## src/rtl/reg_arb.sv

```systemverilog
// reg_arb: two-requester round-robin arbiter in front of a small register
// group (A, B, C). Each granted access walks IDLE -> SETUP -> ACCESS -> DONE;
// an access to address 11 skips straight to DONE with an error flag.
module reg_arb (
    input  logic       clk,
    input  logic       rst_n,
    input  logic       req0,
    input  logic       req1,
    input  logic       rw0,
    input  logic       rw1,
    input  logic [1:0] addr0,
    input  logic [1:0] addr1,
    input  logic [7:0] wdata0,
    input  logic [7:0] wdata1,
    output logic       ack0,
    output logic       ack1,
    output logic       err0,
    output logic       err1,
    output logic [7:0] rdata0,
    output logic [7:0] rdata1,
    output logic       busy,
    output logic [1:0] rf_raa,
    output logic [1:0] rf_rwba,
    output logic       rf_we_n,
    output logic [7:0] rf_i,
    input  logic [7:0] rf_d
);

    typedef enum logic [1:0] {
        IDLE   = 2'd0,
        SETUP  = 2'd1,
        ACCESS = 2'd2,
        DONE   = 2'd3
    } state_t;

    localparam logic [1:0] ADDR_INVALID = 2'b11;

    state_t     state;
    logic       last_gnt;   // requester granted most recently
    logic       gnt;        // requester owning the current access
    logic       lat_rw;     // latched direction of the current access

    logic       win;
    logic       win_rw;
    logic [1:0] win_addr;
    logic [7:0] win_wdata;

    // Round-robin pick between the two requesters and mux the winner's fields.
    always_comb begin
        // NOTE: every combinational output gets a default first so no path
        // through the block leaves it unassigned, which would infer a latch.
        win = 1'b0;
        if (req0 && req1) begin
            win = ~last_gnt;
        end else if (req1) begin
            win = 1'b1;
        end
        win_rw    = win ? rw1    : rw0;
        win_addr  = win ? addr1  : addr0;
        win_wdata = win ? wdata1 : wdata0;
    end

    // Access sequencer: state plus every output, all registered.
    always_ff @(posedge clk or negedge rst_n) begin
        if (!rst_n) begin
            state    <= IDLE;
            last_gnt <= 1'b1;
            gnt      <= 1'b0;
            lat_rw   <= 1'b0;
            busy     <= 1'b0;
            ack0     <= 1'b0;
            ack1     <= 1'b0;
            err0     <= 1'b0;
            err1     <= 1'b0;
            rdata0   <= 8'h00;
            rdata1   <= 8'h00;
            rf_raa   <= 2'b00;
            rf_rwba  <= 2'b00;
            rf_i     <= 8'h00;
            rf_we_n  <= 1'b1;
        end else begin
            // NOTE: non-blocking assignments let these pulse defaults be
            // overridden later in the same block without ordering hazards.
            ack0    <= 1'b0;
            ack1    <= 1'b0;
            err0    <= 1'b0;
            err1    <= 1'b0;
            rf_we_n <= 1'b1;
            case (state)
                IDLE: begin
                    if (req0 || req1) begin
                        gnt    <= win;
                        lat_rw <= win_rw;
                        busy   <= 1'b1;
                        if (win_addr == ADDR_INVALID) begin
                            // Rejected access: complete at once, register
                            // group and rdata untouched.
                            state    <= DONE;
                            last_gnt <= win;
                            if (win) begin
                                ack1 <= 1'b1;
                                err1 <= 1'b1;
                            end else begin
                                ack0 <= 1'b1;
                                err0 <= 1'b1;
                            end
                        end else begin
                            state   <= SETUP;
                            rf_raa  <= win_addr;
                            rf_rwba <= win_addr;
                            rf_i    <= win_wdata;
                        end
                    end
                end
                SETUP: begin
                    state   <= ACCESS;
                    rf_we_n <= ~lat_rw;
                end
                ACCESS: begin
                    state    <= DONE;
                    last_gnt <= gnt;
                    if (gnt) begin
                        ack1 <= 1'b1;
                        if (!lat_rw) rdata1 <= rf_d;
                    end else begin
                        ack0 <= 1'b1;
                        if (!lat_rw) rdata0 <= rf_d;
                    end
                end
                DONE: begin
                    state <= IDLE;
                    busy  <= 1'b0;
                end
                default: begin
                    state <= IDLE;
                    busy  <= 1'b0;
                end
            endcase
        end
    end

endmodule

```

## config.mk

```make
export PLATFORM = sky130hd
export DESIGN_NAME = reg_arb
export DESIGN_NICKNAME = d
export VERILOG_FILES = /design/src/rtl/reg_arb.sv
export SDC_FILE = /design/constraint.sdc
export NUM_CORES = 1
export LEC_CHECK = 0
export ABC_AREA = 0
export BUFFER_PORTS_ARGS = -buffer_cell sky130_fd_sc_hd__buf_2
export CORE_MARGIN = 4
export CORE_UTILIZATION = 45
export DETAILED_ROUTE_END_ITERATION = 10
export PLACE_DENSITY_LB_ADDON = 0.05
export SYNTH_ARGS = -nofsm -noshare
export SYNTH_HDL_FRONTEND = slang
export SYNTH_SLANG_ARGS = --single-unit
```

## constraint.sdc

```tcl
create_clock -name clk -period 2 [get_ports clk]
set_input_delay 0.1 -clock clk [delete_from_list [all_inputs] [get_ports clk]]
set_output_delay 0.1 -clock clk [all_outputs]
set_load 0.05 [all_outputs]
```

==> results of run 1 <==
flip-flops by register name (all words and copies together) (netlist names):
register	count
rf_rwba	2
ack1	1
rf_i	8
gnt	1
rdata0	8
state	2
rf_we_n	1
lat_rw	1
err1	1
busy	1
rdata1	8
err0	1
ack0	1
last_gnt	1
final cells by class:
class | count | area (sq um)
sequential | 37 | 928
timing repair buffer | 69 | 353
clock inverter | 3 | 65.1
tap | 48 | 60.1
inverter | 4 | 15.0
clock buffer | 5 | 68.8
fill | 295 | 1450
multi-input combinational | 86 | 749
per-stage QoR:
| stage | instances | area (sq um) | utilization | hold slack (ps) |
|---|---|---|---|---|
| 2_1_floorplan | 134 | 1740 | - | -196 |
| 3_3_place_gp | 243 | 2100 | 0.568 | 226 |
| 3_5_place_dp | 243 | 2100 | 0.568 | 241 |
| 4_1_cts | 252 | 2240 | 0.607 | 36.2 |
| 5_1_grt | 252 | 2240 | 0.607 | 51.8 |
| 6_report | 252 | 2240 | 0.607 | 41.5 |
routing by layer:
metal	wire [um]	track usage	up-vias
li1	-	-	601
met1	1580	0.185	600
met2	1710	0.237	46
met3	246	0.0547	6
met4	41	0.0574	0
met5	0	0	-
critical path, delay by kind of cell, from the launching register on:
kind,cells,cell delay [ps]
adder cells (fa/ha/maj),1,290
buffers and inverters,1,90
flip-flops,1,410
multiplexers,1,390
AND/OR/NAND/NOR,2,530
final timing paths:
check                              start   endpoint  cells after the start
worst max-delay path            state[0]  rdata0[7]                      5
worst min-delay path                 rw0     lat_rw                      3
worst max register to register  state[0]  rdata0[7]                      5
worst min register to register    lat_rw    rf_we_n                      1
max in group asynchronous          rst_n  rdata0[2]                      2
min in group asynchronous          rst_n       busy                      2
cell families after synthesis:
group           Yosys count
flops                    37
mux                      33
simple gates             29
compound gates           20
buf+inv                  11
fa+ha+maj                 4
Yosys cell counts:
cell type | count | area, sq um
nor3_1 | 3 | 15.0
mux2_2 | 24 | 270
o21a_2 | 1 | 8.76
a21oi_1 | 2 | 10.0
o31ai_1 | 1 | 7.51
o311ai_0 | 1 | 8.76
mux2_4 | 9 | 135
buf_2 | 2 | 10.0
a31oi_1 | 4 | 25.0
a21boi_4 | 1 | 18.8
buf_6 | 1 | 11.3
nor2_2 | 1 | 6.26
o21a_1 | 1 | 7.51
buf_4 | 2 | 15.0
or2_1 | 1 | 6.26
clkbuf_1 | 2 | 7.51
nor3b_1 | 1 | 7.51
o22ai_1 | 1 | 6.26
nand2b_1 | 6 | 37.5
nand2_1 | 11 | 41.3
o21ai_1 | 2 | 10.0
a32oi_1 | 1 | 8.76
o21ai_0 | 4 | 20.0
ha_1 | 4 | 50.1
a21boi_1 | 1 | 7.51
nand2_8 | 1 | 20.0
dfstp_2 | 2 | 52.6
dfrtp_1 | 35 | 876
inv_1 | 4 | 15.0
nor2_1 | 4 | 15.0
nor2b_1 | 1 | 6.26
==> impl_metrics.csv, run 1 <==
group,metric,value,unit
placement,pre_cts_slack,202,ps
yosys,number_of_warnings_printed_during_yosys_synthesis,0,
floorplan,placement_rows,22,
floorplan,chipWidth,70.1,um
worst_setup_path,critical_path.max_stage_delay,410,ps
yosys,post_synth.cell_area_avg,13.0,sq um
placement,portBuffers,67,
route,dr_total_vias,1253,
finish,most_frequent_standard_cell_in_the_layout_excluding_fill_and_tap_cells,"buf_2",
worst_setup_path,timing.reg2reg.setup_slack,170,ps
route,drtAntennaViolNets,0,
clock_tree,cts_made_buffers,5,
sta,final-setup-viol-count,0,
clock_tree,ctsResizeCount,0,
sta,finalClockSkew,4.72,ps
clock_tree,clock_path_buffers,2,
route,first_iter_violations,54,
flow_run,drv_cap,0,
clock_tree,cts.htree.levels,2,
sta,maxClockFrequency,547,MHz
worst_setup_path,path_class,"register to register",
yosys,synthAdderAreaFrac,0.0288,
sta,max-slew-margin-rel,0.467,
floorplan,floorplan.initialDensity,0.471,
route,wire_per_inst,14.2,um
grt,grt_first_pass_wirelength,5860,um
yosys,ys_types,31,
finish,most-common-layout-cells,"67 x buf_2, 35 x dfrtp_1, 24 x mux2_2",
floorplan,coreArea,3690,sq um
yosys,seq_area_frac_synth,0.535,
worst_setup_path,worst-endpoint-arrival,2000,ps
yosys,postSynthRegisterBits,37,
yosys,share_of_the_synthesized_netlist_area_taken_by_xor_and_xnor_gates,0,
finish,drive_above_1_share,0.564,
placement,post-dp-hpwl,2680,um
worst_setup_path,worst_ep_required_time,2170,ps
route,viasPerCell,4.97,
yosys,yosys-mux-area-fraction,0.233,
clock_tree,clkLatencyLatePin,280,ps
clock_tree,tritoncts,"done",
floorplan,fp.dieArea,4920,sq um
worst_setup_path,setup.worst_path.end_class,"register",
worst_setup_path,cell_chain_critical_path,"inv_1 -> ha_1 -> nand2b_1 -> nor2_2 -> mux2_2",
grt,antenna_found_initial,0,
yosys,postSynthCellCount,134,
sta,min_period_over_period,0.915,
clock_tree,cts.repair_timing.setup_buffer_count,0,
grt,globalRouteOverflowTotal,0,
worst_setup_path,cp-start-kind,"register",
sta,worst-slew-pin-transition,799,ps
finish,nets,241,
yosys,synthesis.nets,172,
grt,grt.total_usage,0.149,
route,dr.pass1.iters,4,
clock_tree,cts_num_sinks,37,
finish,num_antenna_cells,0,
grt,first_global_vias,1280,
floorplan,die_height,70.1,um
yosys,synth-compound-area-share,0.0800,
floorplan,boundaryPins,68,
finish,area_growth,29.0,%
grt,grt_start_max_net_pins,38,
sta,max_slew_violations,0,
sta,report.final.hold_viol_count,0,
sta,rsz_0062_raised_after_global_routing,"false",
clock_tree,clk_pin_slew_worst_paths,70,ps
yosys,area_share_of_and_or_nand_nor_cells_after_synthesis,0.0893,
worst_setup_path,cpMaxStageDelayCell,"dfrtp_1",
yosys,syn_area,1740,sq um
yosys,largest_family_of_logic_cells_by_synthesized_area,"multiplexers",
outcome,status,"complete, no violations",
hold_path,hp-class,"primary input to register",
route,drcViolationCount,0,
sta,setup_ws,171,ps
worst_setup_path,crit_path_max_fanout,8,
route,wirelength,3580,um
sta,setup_tns,0,ps
sta,finalWorstPathRequiredPeriod,1830,ps
clock_tree,hold_buffers,1,
clock_tree,clk_root_buffer_cell,"clkbuf_8",
placement,gp_congestion,0.732,
Power of run 1 is left out: the tool's default activity adds up to more than one toggle a clock period on the data nets, which glitch-free logic cannot reach.
==> run 2, diff against run 1 <==
- PLACE_DENSITY: not set -> 0.81
- PLACE_DENSITY_LB_ADDON: 0.05 -> not set
==> run 2 against run 1 <==
  * Global-route usage shrank 0.25 points
  * Non-clock buffer count up 1
  * Cell count increased by 0.40%
  * Design area decreased by 0.28%
  * Setup slack gained 81 ps
  * Critical path type unchanged
==> impl_metrics.csv, run 2 (same netlist as run 1, synthesis figures left out) <==
group,metric,value,unit
outcome,status,"complete, no violations",
placement,post-dp-hpwl,2630,um
route,first_iter_violations,42,
worst_setup_path,cp-start-kind,"register",
placement,gp_congestion,0.777,
floorplan,placement_rows,22,
hold_path,hp-class,"primary input to register",
clock_tree,clock_path_buffers,2,
floorplan,boundaryPins,68,
worst_setup_path,path_class,"register to register",
worst_setup_path,critical_path.max_stage_delay,420,ps
finish,largest_registers,"rdata0 x8, rdata1 x8, rf_i x8",
sta,finalWorstPathRequiredPeriod,1750,ps
grt,globalRouteOverflowTotal,0,
sta,min_period_over_period,0.874,
flow_run,drv_cap,0,
grt,grt_start_max_net_pins,38,
worst_setup_path,worst_ep_required_time,2160,ps
worst_setup_path,worst-endpoint-arrival,1910,ps
sta,max_slew_violations,0,
finish,summed_area_of_non_filler_cells_in_the_final_layout,2230,sq um
floorplan,coreArea,3690,sq um
floorplan,fp.dieArea,4920,sq um
route,dr_total_vias,1261,
grt,first_global_vias,1294,
sta,max-slew-margin-rel,0.475,
route,drtAntennaViolNets,0,
clock_tree,cts_made_buffers,5,
finish,num_antenna_cells,0,
route,wire_per_inst,13.4,um
finish,final.fill_count,301,
finish,most_frequent_standard_cell_in_the_layout_excluding_fill_and_tap_cells,"buf_2",
finish,nets,242,
grt,grt.total_usage,0.147,
worst_setup_path,setup.worst_path.end_class,"register",
placement,detailed_place.area,2100,sq um
clock_tree,clkLatencyLatePin,280,ps
sta,setup_tns,0,ps
worst_setup_path,cell_chain_critical_path,"inv_1 -> ha_1 -> nand2b_1 -> nor2_2 -> mux2_2",
sta,report.final.hold_viol_count,0,
floorplan,die_height,70.1,um
clock_tree,clk_pin_slew_worst_paths,80,ps
clock_tree,cts_num_sinks,37,
grt,antenna_found_initial,0,
sta,rsz_0062_raised_after_global_routing,"false",
finish,most-common-layout-cells,"67 x buf_2, 35 x dfrtp_1, 24 x mux2_2",
floorplan,floorplan.initialDensity,0.471,
route,viasPerCell,4.98,
floorplan,chipWidth,70.1,um
finish,area_growth,28.6,%
clock_tree,cts.htree.levels,2,
placement,portBuffers,67,
finish,drive_above_1_share,0.566,
clock_tree,ctsResizeCount,0,
clock_tree,clk_root_buffer_cell,"clkbuf_8",
sta,finalClockSkew,5.84,ps
sta,worst-slew-pin-transition,787,ps
grt,grt_first_pass_wirelength,5870,um
worst_setup_path,crit_path_max_fanout,8,
sta,maxClockFrequency,572,MHz
route,drcViolationCount,0,
route,dr.pass1.iters,4,
worst_setup_path,cpMaxStageDelayCell,"dfrtp_1",
route,wirelength,3380,um
clock_tree,tritoncts,"done",
worst_setup_path,timing.reg2reg.setup_slack,250,ps
sta,final-setup-viol-count,0,
[run 2: cell count changes in the layout (fill, tap and decap cells not counted)]
cell        previous run  this run
buf_4                  1         2
bufinv_16              2         1
clkbuf_8               5         6
clkinv_2               1         0
clkinvlp_4             0         1
[run 2: area by class of cell]
type                            count  area, sq um  share of cell area
Clock inverter                      2         37.5              0.0168
Timing Repair Buffer               70          360               0.161
Multi-Input combinational cell     86          749               0.336
Tap cell                           48         60.1              0.0269
Inverter                            4         15.0             0.00672
Clock buffer                        6         82.6              0.0370
Sequential cell                    37          928               0.416
[run 2: timing repair]
item | in CTS | in global routing
hold endpoints to repair | 35 | 0
hold buffers | 1 | 0
setup buffers | 0 | 0
[run 2: final timing paths]
path                            depth (start not counted)         to      from
worst max-delay path                                    5  rdata0[0]  state[0]
worst min-delay path                                    3     lat_rw       rw0
worst max register to register                          5  rdata0[0]  state[0]
worst min register to register                          1    rf_we_n    lat_rw
max in group asynchronous                               2    rf_i[7]     rst_n
min in group asynchronous                               2  rdata1[0]     rst_n
[run 2: metal layers]
layer  GRT usage  routed length (um)  vias up
li1            -                   -      608
met1       0.189                1460      590
met2       0.240                1560       59
met3      0.0417                 328        4
met4      0.0447                  34        0
met5           0                   0        -
[run 2: metrics by stage]
| stage | std cells | utilization | hold slack (ps) | setup slack [ps] |
|---|---|---|---|---|
| 4_1_cts | 253 | 0.605 | 18.3 | 235 |
| 2_1_floorplan | 134 | - | -196 | 392 |
| 3_3_place_gp | 244 | 0.570 | 233 | 347 |
| 5_1_grt | 253 | 0.605 | 48.4 | 153 |
| 3_5_place_dp | 244 | 0.570 | 236 | 276 |
| 6_report | 253 | 0.605 | 22.2 | 252 |
[run 2: critical path: cells and delay by family (launching register included)]
kind,cells,cell delay [ps]
adder cells (fa/ha/maj),1,280
buffers and inverters,1,100
flip-flops,1,420
multiplexers,1,390
AND/OR/NAND/NOR,2,450
Power of run 2 is left out for the same reason.
